===== src/rtl/btn_pkg.sv =====
// Shared constants and types for the push-button front end.
package btn_pkg;

  localparam int unsigned BTN_N_DEF             = 5;
  localparam int unsigned BTN_SYNC_DEF          = 2;
  localparam int unsigned BTN_DEBOUNCE_DEF      = 16;
  localparam int unsigned BTN_REPEAT_DELAY_DEF  = 20;
  localparam int unsigned BTN_REPEAT_PERIOD_DEF = 8;

  localparam int unsigned BTN_C = 0;
  localparam int unsigned BTN_E = 1;
  localparam int unsigned BTN_W = 2;
  localparam int unsigned BTN_S = 3;
  localparam int unsigned BTN_N = 4;

  typedef enum logic [1:0] {
    IDLE,
    DELAY,
    REPEAT
  } rpt_state_e;

endpackage


===== src/rtl/button_chan.sv =====
// One button channel: synchroniser, debounce counter and auto-repeat FSM.
module button_chan
  import btn_pkg::*;
#(
  parameter int unsigned SYNC_STAGES     = BTN_SYNC_DEF,
  parameter int unsigned DEBOUNCE_CYCLES = BTN_DEBOUNCE_DEF,
  parameter int unsigned REPEAT_DELAY    = BTN_REPEAT_DELAY_DEF,
  parameter int unsigned REPEAT_PERIOD   = BTN_REPEAT_PERIOD_DEF
) (
  input  logic clk,
  input  logic rst,
  input  logic i_button,
  input  logic i_rep_en,
  output logic o_level,
  output logic o_pls_press,
  output logic o_pls_release,
  output logic o_pls_repeat,
  output logic o_press_nxt
);

  localparam int unsigned DW   = $clog2(DEBOUNCE_CYCLES + 1);
  localparam int unsigned RMAX = (REPEAT_DELAY > REPEAT_PERIOD) ? REPEAT_DELAY : REPEAT_PERIOD;
  localparam int unsigned RW   = $clog2(RMAX + 1);

  logic [SYNC_STAGES-1:0] r_sync;
  logic [DW-1:0]          r_dcnt;
  logic [RW-1:0]          r_rcnt;
  rpt_state_e             r_state;
  logic                   r_level;
  logic                   r_press;
  logic                   r_release;
  logic                   r_repeat;

  logic w_s;
  logic w_flip;
  logic w_rise;
  logic w_fall;

  assign w_s    = r_sync[SYNC_STAGES-1];
  assign w_flip = (w_s != r_level) && (r_dcnt == DW'(DEBOUNCE_CYCLES - 1));
  assign w_rise = w_flip & w_s;
  assign w_fall = w_flip & ~w_s;

  always_ff @(posedge clk or posedge rst) begin
    if (rst) begin
      r_sync    <= '0;
      r_dcnt    <= '0;
      r_level   <= 1'b0;
      r_press   <= 1'b0;
      r_release <= 1'b0;
    end else begin
      r_sync    <= {r_sync[SYNC_STAGES-2:0], i_button};
      r_press   <= w_rise;
      r_release <= w_fall;
      if (w_s == r_level) begin
        r_dcnt <= '0;
      end else if (w_flip) begin
        r_level <= w_s;
        r_dcnt  <= '0;
      end else begin
        r_dcnt <= r_dcnt + DW'(1);
      end
    end
  end

  // A debounced fall on this edge wins over a timer expiry: no repeat pulse.
  always_ff @(posedge clk or posedge rst) begin
    if (rst) begin
      r_state  <= IDLE;
      r_rcnt   <= '0;
      r_repeat <= 1'b0;
    end else begin
      r_repeat <= 1'b0;
      case (r_state)
        IDLE: begin
          if (w_rise) begin
            r_state <= DELAY;
            r_rcnt  <= '0;
          end
        end
        DELAY: begin
          if (!r_level || w_fall) begin
            r_state <= IDLE;
          end else if (!i_rep_en) begin
            r_rcnt <= '0;
          end else if (r_rcnt == RW'(REPEAT_DELAY - 1)) begin
            r_repeat <= 1'b1;
            r_rcnt   <= '0;
            r_state  <= REPEAT;
          end else begin
            r_rcnt <= r_rcnt + RW'(1);
          end
        end
        REPEAT: begin
          if (!r_level || w_fall) begin
            r_state <= IDLE;
          end else if (!i_rep_en) begin
            r_state <= DELAY;
            r_rcnt  <= '0;
          end else if (r_rcnt == RW'(REPEAT_PERIOD - 1)) begin
            r_repeat <= 1'b1;
            r_rcnt   <= '0;
          end else begin
            r_rcnt <= r_rcnt + RW'(1);
          end
        end
        default: r_state <= IDLE;
      endcase
    end
  end

  assign o_level       = r_level;
  assign o_pls_press   = r_press;
  assign o_pls_release = r_release;
  assign o_pls_repeat  = r_repeat;
  assign o_press_nxt   = w_rise;

endmodule


===== src/rtl/button_repeat_detector.sv =====
// Multi-channel debounced button edge detector with per-channel auto-repeat.
module button_repeat_detector
  import btn_pkg::*;
#(
  parameter int unsigned N_BTN           = BTN_N_DEF,
  parameter int unsigned SYNC_STAGES     = BTN_SYNC_DEF,
  parameter int unsigned DEBOUNCE_CYCLES = BTN_DEBOUNCE_DEF,
  parameter int unsigned REPEAT_DELAY    = BTN_REPEAT_DELAY_DEF,
  parameter int unsigned REPEAT_PERIOD   = BTN_REPEAT_PERIOD_DEF
) (
  input  logic             clk,
  input  logic             rst,
  input  logic [N_BTN-1:0] i_button,
  input  logic [N_BTN-1:0] i_rep_en,
  output logic [N_BTN-1:0] o_level,
  output logic [N_BTN-1:0] o_pls_press,
  output logic [N_BTN-1:0] o_pls_release,
  output logic [N_BTN-1:0] o_pls_repeat,
  output logic             o_any_press
);

  logic [N_BTN-1:0] w_press_nxt;
  logic             r_any_press;

  for (genvar g = 0; g < N_BTN; g++) begin : g_chan
    button_chan #(
      .SYNC_STAGES    (SYNC_STAGES),
      .DEBOUNCE_CYCLES(DEBOUNCE_CYCLES),
      .REPEAT_DELAY   (REPEAT_DELAY),
      .REPEAT_PERIOD  (REPEAT_PERIOD)
    ) u_chan (
      .clk          (clk),
      .rst          (rst),
      .i_button     (i_button[g]),
      .i_rep_en     (i_rep_en[g]),
      .o_level      (o_level[g]),
      .o_pls_press  (o_pls_press[g]),
      .o_pls_release(o_pls_release[g]),
      .o_pls_repeat (o_pls_repeat[g]),
      .o_press_nxt  (w_press_nxt[g])
    );
  end

  // Registered from next-state press flags so it aligns with o_pls_press.
  always_ff @(posedge clk or posedge rst) begin
    if (rst) begin
      r_any_press <= 1'b0;
    end else begin
      r_any_press <= |w_press_nxt;
    end
  end

  assign o_any_press = r_any_press;

endmodule


===== config.mk =====
export PLATFORM = sky130hd
export DESIGN_NAME = button_repeat_detector
export DESIGN_NICKNAME = d
export VERILOG_FILES = /design/src/rtl/btn_pkg.sv /design/src/rtl/button_chan.sv /design/src/rtl/button_repeat_detector.sv
export SDC_FILE = /design/constraint.sdc
export NUM_CORES = 1
export LEC_CHECK = 0
export ABC_AREA = 0
export BUFFER_PORTS_ARGS = -buffer_cell sky130_fd_sc_hd__buf_4
export CELL_PAD_IN_SITES_DETAIL_PLACEMENT = 1
export CELL_PAD_IN_SITES_GLOBAL_PLACEMENT = 1
export CORE_ASPECT_RATIO = 1.75
export CORE_MARGIN = 1
export CORE_UTILIZATION = 25
export CTS_CLUSTER_SIZE = 40
export DETAILED_ROUTE_END_ITERATION = 8
export GPL_ROUTABILITY_DRIVEN = 0
export PLACE_DENSITY_LB_ADDON = 0.1
export SLEW_MARGIN = 20
export SYNTH_ARGS = -nofsm -noshare
export SYNTH_HDL_FRONTEND = slang
export SYNTH_HIERARCHICAL = 1
export SYNTH_SLANG_ARGS = --single-unit

===== constraint.sdc =====
create_clock -name clk -period 1.75 [get_ports clk]
set_input_delay 0.175 -clock clk [delete_from_list [all_inputs] [get_ports clk]]
set_output_delay 0.175 -clock clk [all_outputs]
set_load 0.02 [all_outputs]

==> Yosys cells after proc, flatten, opt, wreduce, memory -nomap -nowiden <==
Index checks and enable logic that the tools add are counted.
{ "classes": {"n_addsub": 10, "n_eq_ne": 65, "muxes": 120, "bitwise": 20, "reduce_logical": 41} }
{ "ops": {"columns": ["cell", "count"], "rows": [
  ["5-bit 2-to-1 mux", 45],
  ["5-bit one-hot mux with 3 select lines", 5],
  ["2-bit 2-to-1 mux", 30],
  ["5-bit by 1-bit adder with 5-bit output, second input constant", 10],
  ["4-bit AND reduction", 10],
  ["1-bit 2-to-1 mux", 30],
  ["3-bit by 2-bit inequality test with 1-bit output, second input constant", 10],
  ["2-bit one-hot mux with 3 select lines", 5],
  ["5-bit by 3-bit == test with 1-bit output, second input constant", 5],
  ["5-bit by 4-bit == test with 1-bit output, second input constant", 5],
  ["5-bit == test, second input constant", 5],
  ["2-bit inequality test, second input constant", 10],
  ["3-bit by 1-bit inequality test with 1-bit output, second input constant", 5],
  ["3-bit nonzero test", 5],
  ["1-bit AND", 10],
  ["2-bit by 1-bit == test with 1-bit output, second input constant", 5],
  ["2-bit == test, second input constant", 5],
  ["2-bit logical NOT", 5],
  ["2-bit by 1-bit inequality test with 1-bit output, second input constant", 5],
  ["1-bit inverter", 10],
  ["1-bit one-hot mux with 2 select lines", 5],
  ["2-bit AND reduction", 5],
  ["1-bit == test", 5],
  ["1-bit logical AND", 5],
  ["other kinds (4)", 16]
]} }
{ "totals": {"register_bits": 91, "input_bits": 12, "output_inout_bits": 21, "wordCells": 297} }

==> Longest topological paths before layout <==
Gate-level depths: netlist of run 1.
{ "logic_depth": {"word_depth": 6, "mapped_depth": 8, "depth_no_buf": 7} }

==> Hierarchy <==
The synthesis of run 1 kept the hierarchy.
{ "by_module_without_submodules": {"columns": ["module", "instances", "cells_per_inst", "area_per_inst_um2", "seq_area_each_um2"], "rows": [
  ["button_chan at g_chan[1].u_chan ...", 2, 99, 1062.3, 450.4],
  ["button_chan at g_chan[3].u_chan", 1, 99, 1039.7, 450.4],
  ["button_chan at g_chan[4].u_chan", 1, 93, 1036.0, 450.4],
  ["button_chan at g_chan[0].u_chan", 1, 96, 985.9, 450.4],
  ["button_repeat_detector", 1, 5, 41.3, 25.0]
]} }

==> Worst setup path before layout of run 1 <==
OpenSTA, ideal clock, no wires.
{ "synth_timing": {"kind": "reg2reg", "from": "register g_chan[4].u_chan.r_state[1]", "to": "register g_chan[4].u_chan.r_rcnt[4]", "setup_ns": 0.103, "arrival_ns": 1.815, "t_required_ns": 1.647, "path_slack_ns": -0.169, "stages_incl_launch_ff": 7, "path_buffers": 0, "synth_period_minus_slack_ns": 1.919, "path_cell_list": "dfrtp_1 inv_1 ha_1 or3b_1 or3_4 and2_4 o41ai_2"} }
{ "synth_via": {"elab_chain_cells": 3, "word_cells_on_any_way": 9, "cone_classes": "5 x eq/ne; 1 x mux; 3 x reduce/logical"} }
{ "synth_lines": {"columns": ["item", "line_no", "source"], "rows": [
  ["start, declared", "button_chan.sv:28", "rpt_state_e r_state;"],
  ["start signal, assigned", "button_chan.sv:69", "r_state <= IDLE;"],
  ["start signal, assigned", "button_chan.sv:77", "r_state <= DELAY;"],
  ["start signal, assigned", "button_chan.sv:83", "r_state <= IDLE;"],
  ["2-bit == test (tied with other cells)", "button_chan.sv:74", "case (r_state)"],
  ["2-bit inequality test (no line) (tied with other cells)", null, null],
  ["4-bit AND reduction (no line)", null, null],
  ["end signal, assigned", "button_chan.sv:91", "r_rcnt <= r_rcnt + RW'(1);"],
  ["end signal, assigned", "button_chan.sv:104", "r_rcnt <= r_rcnt + RW'(1);"],
  ["end, declared", "button_chan.sv:27", "logic [RW-1:0] r_rcnt;"]
]} }
Several ways; a longest one is shown, not always the timed one.
A chain may end at the register's enable or synchronous reset.

==> Worst setup path in the final report of run 1 <==
{ "layout_timing": {"from": "register g_chan[4].u_chan.r_state[1]", "to": "register g_chan[4].u_chan.r_rcnt[2]"} }
The elaborated chain is that of the path after synthesis.

==> metrics, run 1 <==
R2R cell count=6; final hold slack=239.1 ps; setup tns final=-629.7 ps; worst path required time=2000 ps; CP startpoint kind=flop; GRT Residual Overflow=0; Slew HR=53.43%; EDFF count, synth=0; Hold Path Class=input port to flop; vias after detailed routing=4336; Total Power=7.053 mW; CTS tree=yes; pwr/cell area=938.1 nW/µm²; CTS buffer count=9; Worst setup EP type=flop; post-DR vias/cell=4.834; Core Region=20370 µm²; Final HPWL DP=10710 µm; clk sink count=91; GRT Total Usage=13.73%; Avg Inst Size Synth=10.65 µm²; DRC errors left=4; maximum operating frequency=0.5296 GHz; area grow syn2layout=43.82%; signal arrival time at the worst endpoint=2140 ps; nets=686; final hold viol count=0; Cell Rows=69; Final ANT Viol Nets=0; vias in the first global route=4811; Post-Synthesis Cell Area=5228 µm²; fin worst setup slack=-138.0 ps; routed length per instance=15.94 µm; clock-pin slew on the worst setup and hold paths=60 ps; synth top area cells=dfrtp_1 (44%), ha_1 (7.2%), nand3_1 (2.7%); Post-Syn Instances=491; Slew Limit Fails=0; initial antenna violation count=0; number of DRC markers in iteration 0=91; initial core utilization=25.66%; Post-synth ARST share=100.0%; FF+latch count, synth=91; peak supply drop=383.7 µV; Synth area leader=dfrtp_1; CTS Buffer Depth=2; Die W=111.3 µm; failing checks=design-rule violations, negative setup slack; global-route wire length before repair=23520 µm; P_leak=3.549 nW; largest net degree at the start of global routing=19; final WL=14300 µm; DR pass1 iterations=6; Yosys top cell area share=43.56%; RSZ-0062 raised after global routing=yes; Worst Tran Pin Value=697.7 ps; hold depth=4; MaxCap Viol Count=0; Setup CP Type=flop to flop; post-synth net total=533; Crit Path Max Fanout=4; final clock skew=4.690 ps; Util after Layout=36.90%; Top Ports=33; worst skew pair latency=350 ps; layout cells sized above 1=44.07%; Die Area=21520 µm²; outcome=finished, violations left; FILL cells=2256; fin crit share=107.9%; register area share after synthesis=43.56%; Synth cell types=72; Most used DFF post-synth=dfrtp_1; Clock Root Buffer=clkbuf_16; setup violators final=6; Syn. warnings=6; PortBufs=32; DIE HEIGHT=193.3 µm; H-tree Lvls=3; min Tclk post-route=1888 ps; diode count=0
-- synthesized netlist by cell type (9+ instances only) --
master	n
a21oi_1	13
ha_1	30
nand2b_1	13
inv_1	30
nor2_1	34
nand2_1	30
a31oi_1	10
nand3_1	28
mux2_2	11
o21ai_0	9
and2_1	10
xor2_1	15
dfrtp_1	91
-- worst max-delay path: stages, from the launching register on --
cell     delay (ps)
dfrtp_1         390
inv_2            70
ha_2            170
or3b_1          360
or3_4           350
and2_4          170
o41ai_2         270
-- cells by family (layout without fill, tap and decap cells) --
group                    Yosys count  count (layout)  synth area share, %
AND/OR/NAND/NOR                  195             195                23.67
AO/OA/AOI/OAI                    101             101                15.85
flip-flops                        91              91                43.56
buffers and inverters             45             203                4.236
adder cells (fa/ha/maj)           30              30                7.180
XOR/XNOR                          15              15                2.513
multiplexers                      14              14                2.992
-- where the power goes --
group | switching, mW | leakage, nW | internal (mW)
combinational | 1.23 | 2.19 | 1.29
clock | 0.855 | 0.157 | 1.29
sequential | 0.144 | 1.20 | 2.24
total | 2.23 | 3.55 | 4.82
-- layout make-up --
class	count	area (µm²)	share of cell area [%]
clock buffers	12	246.5	3.278
clock inverters	4	73.82	0.9819
inverters	30	115.1	1.531
multi-input cells	355	3276	43.57
flip-flops and latches	91	2281	30.34
well taps	248	310.3	4.127
repair buffers	157	1216	16.18
-- placed cells by master, fill, tap and decap left out, types with 6 or more instances in the layout --
cell             n
inv_1           18
buf_6            6
mux2_2           9
ha_4            14
buf_4          145
nor2_1          33
a31oi_1          9
nand2b_1        13
ha_1             7
and2_1          10
nand2_1         30
nand3_1         28
inv_2           11
clkbuf_16        9
nor3b_1          6
nor4_1           6
o211ai_1         7
a21oi_2          6
dfrtp_1         88
a21oi_1          7
dlygate4sd3_1    6
ha_2             9
xor2_1          15
-- routing by layer --
metal | vias up | GRT usage, % | wire length, µm
li1 | 2105 | - | -
met1 | 2182 | 14.60 | 5694
met2 | 37 | 26.41 | 8106
met3 | 12 | 2.162 | 260
met4 | 0 | 5.606 | 240
met5 | - | 0 | 0
-- stage by stage --
stage               cell area [µm²]  worst slack (ps)  std cells
floorplan                      5235            -125.7        491
global placement               6382            -138.8        850
detailed placement             6382            -189.6        850
CTS                            7071            -151.7        886
global route                   7518            -212.8        897
finish                         7518            -138.0        897
-- path summary, 6_finish.rpt --
path                                        startpoint                           to  slack (ps)
min                                        i_rep_en[3]  g_chan[3].u_chan/r_state[1]         240
max                        g_chan[4].u_chan/r_state[1]   g_chan[4].u_chan/r_rcnt[2]        -140
max in group asynchronous                          rst  g_chan[4].u_chan/r_state[0]         760
min in group asynchronous                          rst                  o_any_press         270
min reg2reg                 g_chan[3].u_chan/r_sync[0]   g_chan[3].u_chan/r_sync[1]         350
max reg2reg                g_chan[4].u_chan/r_state[1]   g_chan[4].u_chan/r_rcnt[2]        -140
-- state kept, by name, indices dropped and copies added, names as in the netlist --
| name | flops |
|---|---|
| g_chan.u_chan/o_level | 5 |
| g_chan.u_chan/o_pls_press | 5 |
| g_chan.u_chan/o_pls_release | 5 |
| g_chan.u_chan/o_pls_repeat | 5 |
| g_chan.u_chan/r_dcnt | 25 |
| g_chan.u_chan/r_rcnt | 25 |
| g_chan.u_chan/r_sync | 10 |
| o_any_press | 1 |
| g_chan.u_chan/r_state | 10 |
-- timing repair --
action	in CTS	in global routing
setup endpoints to repair	29	35
pin swaps	18	32
hold buffers	6	0
cloned	0	0
endpoints found under the hold margin	78	0
resized for setup	46	70
buffers inserted	14	11
(Power assumes the default switching activity.)
==> run 2: changes to the inputs <==
--- a/config.mk
+++ b/config.mk
@@ -11,7 +11,7 @@
 export CELL_PAD_IN_SITES_GLOBAL_PLACEMENT = 1
 export CORE_ASPECT_RATIO = 1.75
 export CORE_MARGIN = 1
-export CORE_UTILIZATION = 25
+export CORE_UTILIZATION = 44
 export CTS_CLUSTER_SIZE = 40
 export DETAILED_ROUTE_END_ITERATION = 8
 export GPL_ROUTABILITY_DRIVEN = 0
==> run 2 against run 1 <==
  * The run still ends with design-rule violations, negative setup slack left
  * Critical endpoint unchanged
  * Worst hold slack got worse by 15 ps
  * Die area fell by 43%
  * Largest cell class unchanged
  * Final cell count decreased by 15%
  * First-iteration DRC count grew 59%
  * Non-clock buffer count decreased by 22
  * Highest routed layer unchanged
  * Maximum frequency decreased by 1.7%
  * Worst setup slack lost 33 ps
  * Critical path depth unchanged
  * Core utilization is 24 points higher
==> metrics, run 2 (synthesis results as in run 1) <==
Post-Layout Inst Area=7082 µm² (-5.8%); CTS Buffer Depth=2 (unchanged); DIE HEIGHT=146.2 µm (-24%); Slew HR=49.46% (-4.0 points); maximum operating frequency=0.5205 GHz (-1.7%); Util after Layout=61.15% (+24 points); routed length per instance=18.45 µm (+16%); Cells after DPL=722 (-15%); Cell Rows=52 (-25%); Non-Filler Instances=762 (-15%); Post-Place Cell Area=6128 µm² (-4.0%); vias in the first global route=4863 (+1.1%); worst path required time=1980 ps (-20 ps); DRC errors left=4 (unchanged); clock-pin slew on the worst setup and hold paths=70 ps (about the same); final clock skew=8.475 ps (+3.785 ps); outcome=finished, violations left; MaxCap Viol Count=0 (unchanged); final WL=14060 µm (-1.7%); global-route wire length before repair=23060 µm (-1.9%); pwr/cell area=965.1 nW/µm² (+2.9%); worst skew pair latency=350 ps (about the same); Crit Path Max Fanout=4 (unchanged); clk sink count=91 (unchanged); Clock Root Buffer=clkbuf_16; peak supply drop=566.4 µV (+48%); Worst Tran Pin Value=757.3 ps (+59.59 ps); DR pass1 iterations=8 (+2); Worst setup EP type=flop; initial core utilization=45.14% (+19 points); number of DRC markers in iteration 0=145 (+59%); Largest regs=g_chan.u_chan/r_dcnt x25, g_chan.u_chan/r_rcnt x25; min Tclk post-route=1921 ps (+33.03 ps); Final HPWL DP=9899 µm (-7.6%); PortBufs=32 (unchanged); GRT Residual Overflow=0 (unchanged); Top Ports=33 (unchanged); GRT Total Usage=23.38% (+9.6 points); Slew Limit Fails=0 (unchanged); P_leak=3.434 nW (-3.2%); RSZ-0062 raised after global routing=yes; H-tree Lvls=3 (unchanged); Total Power=6.835 mW (-3.1%); CTS tree=yes; nets=664 (-3.2%); vias after detailed routing=4404 (+1.6%); largest net degree at the start of global routing=19 (unchanged); Die W=84.40 µm (-24%); Core Region=11580 µm² (-43%); final hold viol count=0 (unchanged); failing checks=design-rule violations, negative setup slack; post-DR vias/cell=5.780 (+20%); Setup CP Type=flop to flop; diode count=0 (unchanged); fin worst setup slack=-171.1 ps (-33.03 ps); signal arrival time at the worst endpoint=2160 ps (+20 ps); setup tns final=-742.9 ps (-113.2 ps); most common cell after layout, fill and taps aside=buf_4; CTS buffer count=9 (unchanged); Hold Path Class=input port to flop; layout cells sized above 1=40.99% (-3.1 points); fin crit share=109.8% (+1.9 points); most frequent cells in the layout=buf_4 (124), dfrtp_1 (87), nor2_1 (33), nand2_1 (29), nand3_1 (27); Die Area=12340 µm² (-43%); initial antenna violation count=0 (unchanged); CP startpoint kind=flop; Final ANT Viol Nets=0 (unchanged); setup violators final=7 (+1); area grow syn2layout=35.47%
run 2: cell types whose count changed in the layout (fill, tap and decap cells not counted), sizes merged:
cell | previous run | this run
clkbuf | 12 | 10
inv | 30 | 32
clkinvlp | 0 | 1
clkinv | 2 | 1
buf | 151 | 129
run 2: worst paths after layout:
| path | slack, ps | cells after the start | start | to |
|---|---|---|---|---|
| worst max register to register | -170 | 6 | g_chan[4].u_chan/r_state[1] | g_chan[4].u_chan/r_rcnt[2] |
| worst min register to register | 350 | 0 | g_chan[2].u_chan/r_sync[0] | g_chan[2].u_chan/r_sync[1] |
| max in group asynchronous | 660 | 3 | rst | g_chan[2].u_chan/r_state[1] |
| worst min-delay path | 220 | 3 | i_rep_en[4] | g_chan[4].u_chan/o_pls_repeat |
| worst max-delay path | -170 | 6 | g_chan[4].u_chan/r_state[1] | g_chan[4].u_chan/r_rcnt[2] |
| min in group asynchronous | 270 | 3 | rst | o_any_press |
run 2: metal layers:
layer / global-route usage (%) / up-vias / part of all wire, %
met1: 24.05 / 2235 / 37
met2: 46.48 / 77 / 58
li1: - / 2058 / -
met3: 3.222 / 34 / 2.2
met5: 0 / - / 0
met4: 9.068 / 0 / 2.7
run 2: area by class of cell:
| cell class | count | area (µm²) |
|---|---|---|
| Fill cell | 1234 | 4499 |
| Multi-Input combinational cell | 355 | 3136 |
| Sequential cell | 91 | 2282 |
| Timing Repair Buffer | 135 | 1047 |
| Clock buffer | 10 | 239.0 |
| Tap cell | 135 | 168.9 |
| Inverter | 30 | 115.1 |
| Clock inverter | 6 | 93.84 |
run 2: critical path: stages (launching register included):
cell,delay (ps)
dfrtp_1,410
inv_2,80
ha_2,160
or3b_1,350
or3_4,350
and2_4,170
o41ai_2,280
run 2: power breakdown:
| group | switching, mW | total [mW] | internal [mW] |
|---|---|---|---|
| Sequential | 0.171 | 2.41 | 2.24 |
| Clock | 0.862 | 2.17 | 1.30 |
| Combinational | 1.15 | 2.26 | 1.11 |
run 2: metrics by stage:
step	worst slack, ps	hold slack (ps)
2_1_floorplan	-125.7	-96.29
3_3_place_gp	-105.2	61.61
3_5_place_dp	-219.8	65.92
4_1_cts	-195.5	206.5
5_1_grt	-249.8	250.7
6_report	-171.1	223.9
run 2: repair_timing:
action,4_1_cts,5_1_grt
cloned,0,0
hold buffers,6,0
pin swaps,11,20
setup endpoints to repair,30,34
buffers inserted,7,12
gates resized for setup,35,57
endpoints found under the hold margin,24,0
==> run 3: changes to the inputs <==
--- a/config.mk
+++ b/config.mk
@@ -11,7 +11,8 @@
 export CELL_PAD_IN_SITES_GLOBAL_PLACEMENT = 1
 export CORE_ASPECT_RATIO = 1.75
 export CORE_MARGIN = 1
-export CORE_UTILIZATION = 44
+export CORE_UTILIZATION = 46
+export CTS_BUF_LIST = sky130_fd_sc_hd__clkbuf_8
 export CTS_CLUSTER_SIZE = 40
 export DETAILED_ROUTE_END_ITERATION = 8
 export GPL_ROUTABILITY_DRIVEN = 0
==> run 3 against run 2 <==
  * Wire length rose by 4.9%
  * The flow finishes with violations (negative setup slack)
  * Non-clock buffer count rose by 8
  * Final area rose by 0.37%
  * Count of clock-buffer cells in the layout did not move
  * Sequential power barely moved
  * Final cell count rose by 0.66%
  * Core utilization rose by 2.9 points
  * Via count rose by 0.59%
  * Worst hold slack got worse by 26 ps
  * First-iteration DRC count fell by 3.4%
==> metrics, run 3 (synthesis results as in run 1) <==
outcome=finished, violations left; failing checks=negative setup slack; Post-Place Cell Area=6140 µm² (+0.18%); initial core utilization=47.08% (+1.9 points); largest net degree at the start of global routing=19 (unchanged); clk sink count=91 (unchanged); vias after detailed routing=4430 (+0.59%); Slew Limit Fails=0 (unchanged); final hold viol count=0 (unchanged); MaxCap Viol Count=0 (unchanged); GRT Residual Overflow=0 (unchanged); signal arrival time at the worst endpoint=2200 ps (+40 ps); setup violators final=10 (+3); Die Area=11810 µm² (-4.3%); fin crit share=110.4% (+0.66 points); area grow syn2layout=35.97%; P_leak=3.418 nW (-0.47%); Worst setup EP type=flop; maximum operating frequency=0.5175 GHz (-0.59%); Core Region=11100 µm² (-4.1%); H-tree Lvls=3 (unchanged); post-DR vias/cell=5.776 (about the same); clock-pin slew on the worst setup and hold paths=90 ps (+20 ps); routed length per instance=19.23 µm (+4.2%); Clock Root Buffer=clkbuf_8; fin worst setup slack=-182.5 ps (-11.46 ps); Final HPWL DP=10160 µm (+2.6%); CTS Buffer Depth=2 (unchanged); CP max stage delay=390 ps (-20 ps); final clock skew=11.09 ps (+2.616 ps); Crit Path Max Fanout=4 (unchanged); Hold Path Class=input port to flop; Die W=82.59 µm (-2.1%); CTS buffer count=9 (unchanged); most common cell after layout, fill and taps aside=buf_4; Post-Layout Inst Area=7108 µm² (+0.37%); initial antenna violation count=0 (unchanged); final WL=14750 µm (+4.9%); nets=672 (+1.2%); worst path required time=2020 ps (+40 ps); Top Ports=33 (unchanged); DIE HEIGHT=143.0 µm (-2.2%); Cell Rows=51 (-1.9%); Largest regs=g_chan.u_chan/r_dcnt x25, g_chan.u_chan/r_rcnt x25; Setup CP Type=flop to flop; layout cells sized above 1=43.15% (+2.2 points); vias in the first global route=4775 (-1.8%); Slew HR=49.11% (-0.35 points); Total Power=6.148 mW (-10%); Final ANT Viol Nets=0 (unchanged); PortBufs=32 (unchanged); CP startpoint kind=flop; min Tclk post-route=1933 ps (+11.46 ps); DR pass1 iterations=4 (-4); GRT Total Usage=24.85% (+1.5 points); slowest CP cell=dfrtp_1; worst skew pair latency=370 ps (+20 ps); RSZ-0062 raised after global routing=yes; diode count=0 (unchanged); pwr/cell area=864.9 nW/µm² (-10%); CTS tree=yes; DRC errors left=0 (-4); number of DRC markers in iteration 0=140 (-3.4%); most frequent cells in the layout=buf_4 (127), dfrtp_1 (84), nor2_1 (34), nand2_1 (30), nand3_1 (28); Worst Tran Pin Value=762.5 ps (+5.212 ps); global-route wire length before repair=22070 µm (-4.3%); worst path cell trace=inv_2 > ha_2 > or3b_1 > or3_4 > and2_4 > o41ai_2; peak supply drop=575.7 µV (+1.7%)
## run 3: stage by stage
stage | TNS, ps | instances | util, % | hold slack (ps) | setup WS (ps)
floorplan | -435.4 | 491 | - | -96.29 | -125.7
global placement | -591.4 | 721 | 55.30 | 58.28 | -115.1
detailed placement | -1845 | 721 | 55.30 | 59.54 | -178.7
CTS | -865.1 | 754 | 60.25 | 184.1 | -166.6
global route | -2123 | 767 | 64.02 | 196.2 | -268.8
finish | -858.0 | 767 | 64.02 | 198.3 | -182.5
## run 3: path summary, 6_finish.rpt
kind | slack [ps] | depth (start not counted) | start | endpoint
hold / removal | 200 | 3 | i_rep_en[3] | g_chan[3].u_chan/o_pls_repeat
setup / recovery | -180 | 6 | g_chan[4].u_chan/r_state[1] | g_chan[4].u_chan/r_rcnt[4]
min in group asynchronous | 240 | 3 | rst | o_any_press
setup reg to reg | -180 | 6 | g_chan[4].u_chan/r_state[1] | g_chan[4].u_chan/r_rcnt[4]
max in group asynchronous | 680 | 3 | rst | g_chan[2].u_chan/r_sync[1]
hold reg to reg | 360 | 0 | g_chan[1].u_chan/r_sync[0] | g_chan[1].u_chan/r_sync[1]
## run 3: layout make-up
type	count	area (µm²)
multi-input cells	355	3221
clock buffers	10	137.6
flip-flops and latches	91	2286
well taps	132	165.2
clock inverters	6	50.05
inverters	30	122.6
fillers	1167	3995
repair buffers	143	1126
## run 3: repair_timing
item                       4_1_cts  5_1_grt
setup buffers                   12       13
cloned                           0        0
pin swaps                       14       25
resized for setup               53       64
hold buffers                     6        0
setup endpoints to repair       32       35
hold endpoints to repair        96        0
## run 3: layer usage
metal / vias to the layer above / wire (µm) / part of all wire [%] / track usage [%]
met5: - / 0 / 0 / 0
met4: 0 / 363 / 2.5 / 11.16
met3: 28 / 300 / 2.0 / 3.195
met2: 65 / 9003 / 61 / 50.15
met1: 2265 / 5081 / 34 / 23.23
li1: 2072 / - / - / -
## run 3: where the power goes
group	total, mW	switching [mW]	leakage (nW)	internal (mW)
Clock	1.38	0.803	0.100	0.573
Combinational	2.35	1.22	2.12	1.14
Sequential	2.42	0.182	1.19	2.24
Total	6.15	2.20	3.42	3.94
## run 3: critical path: cells and delay by family (launching register included)
family / cells / cell delay (ps)
buffers and inverters: 1 / 70
adders and majority gates: 1 / 170
DFF: 1 / 390
and+or+nand+nor: 3 / 910
AOI/OAI and AO/OA: 1 / 290
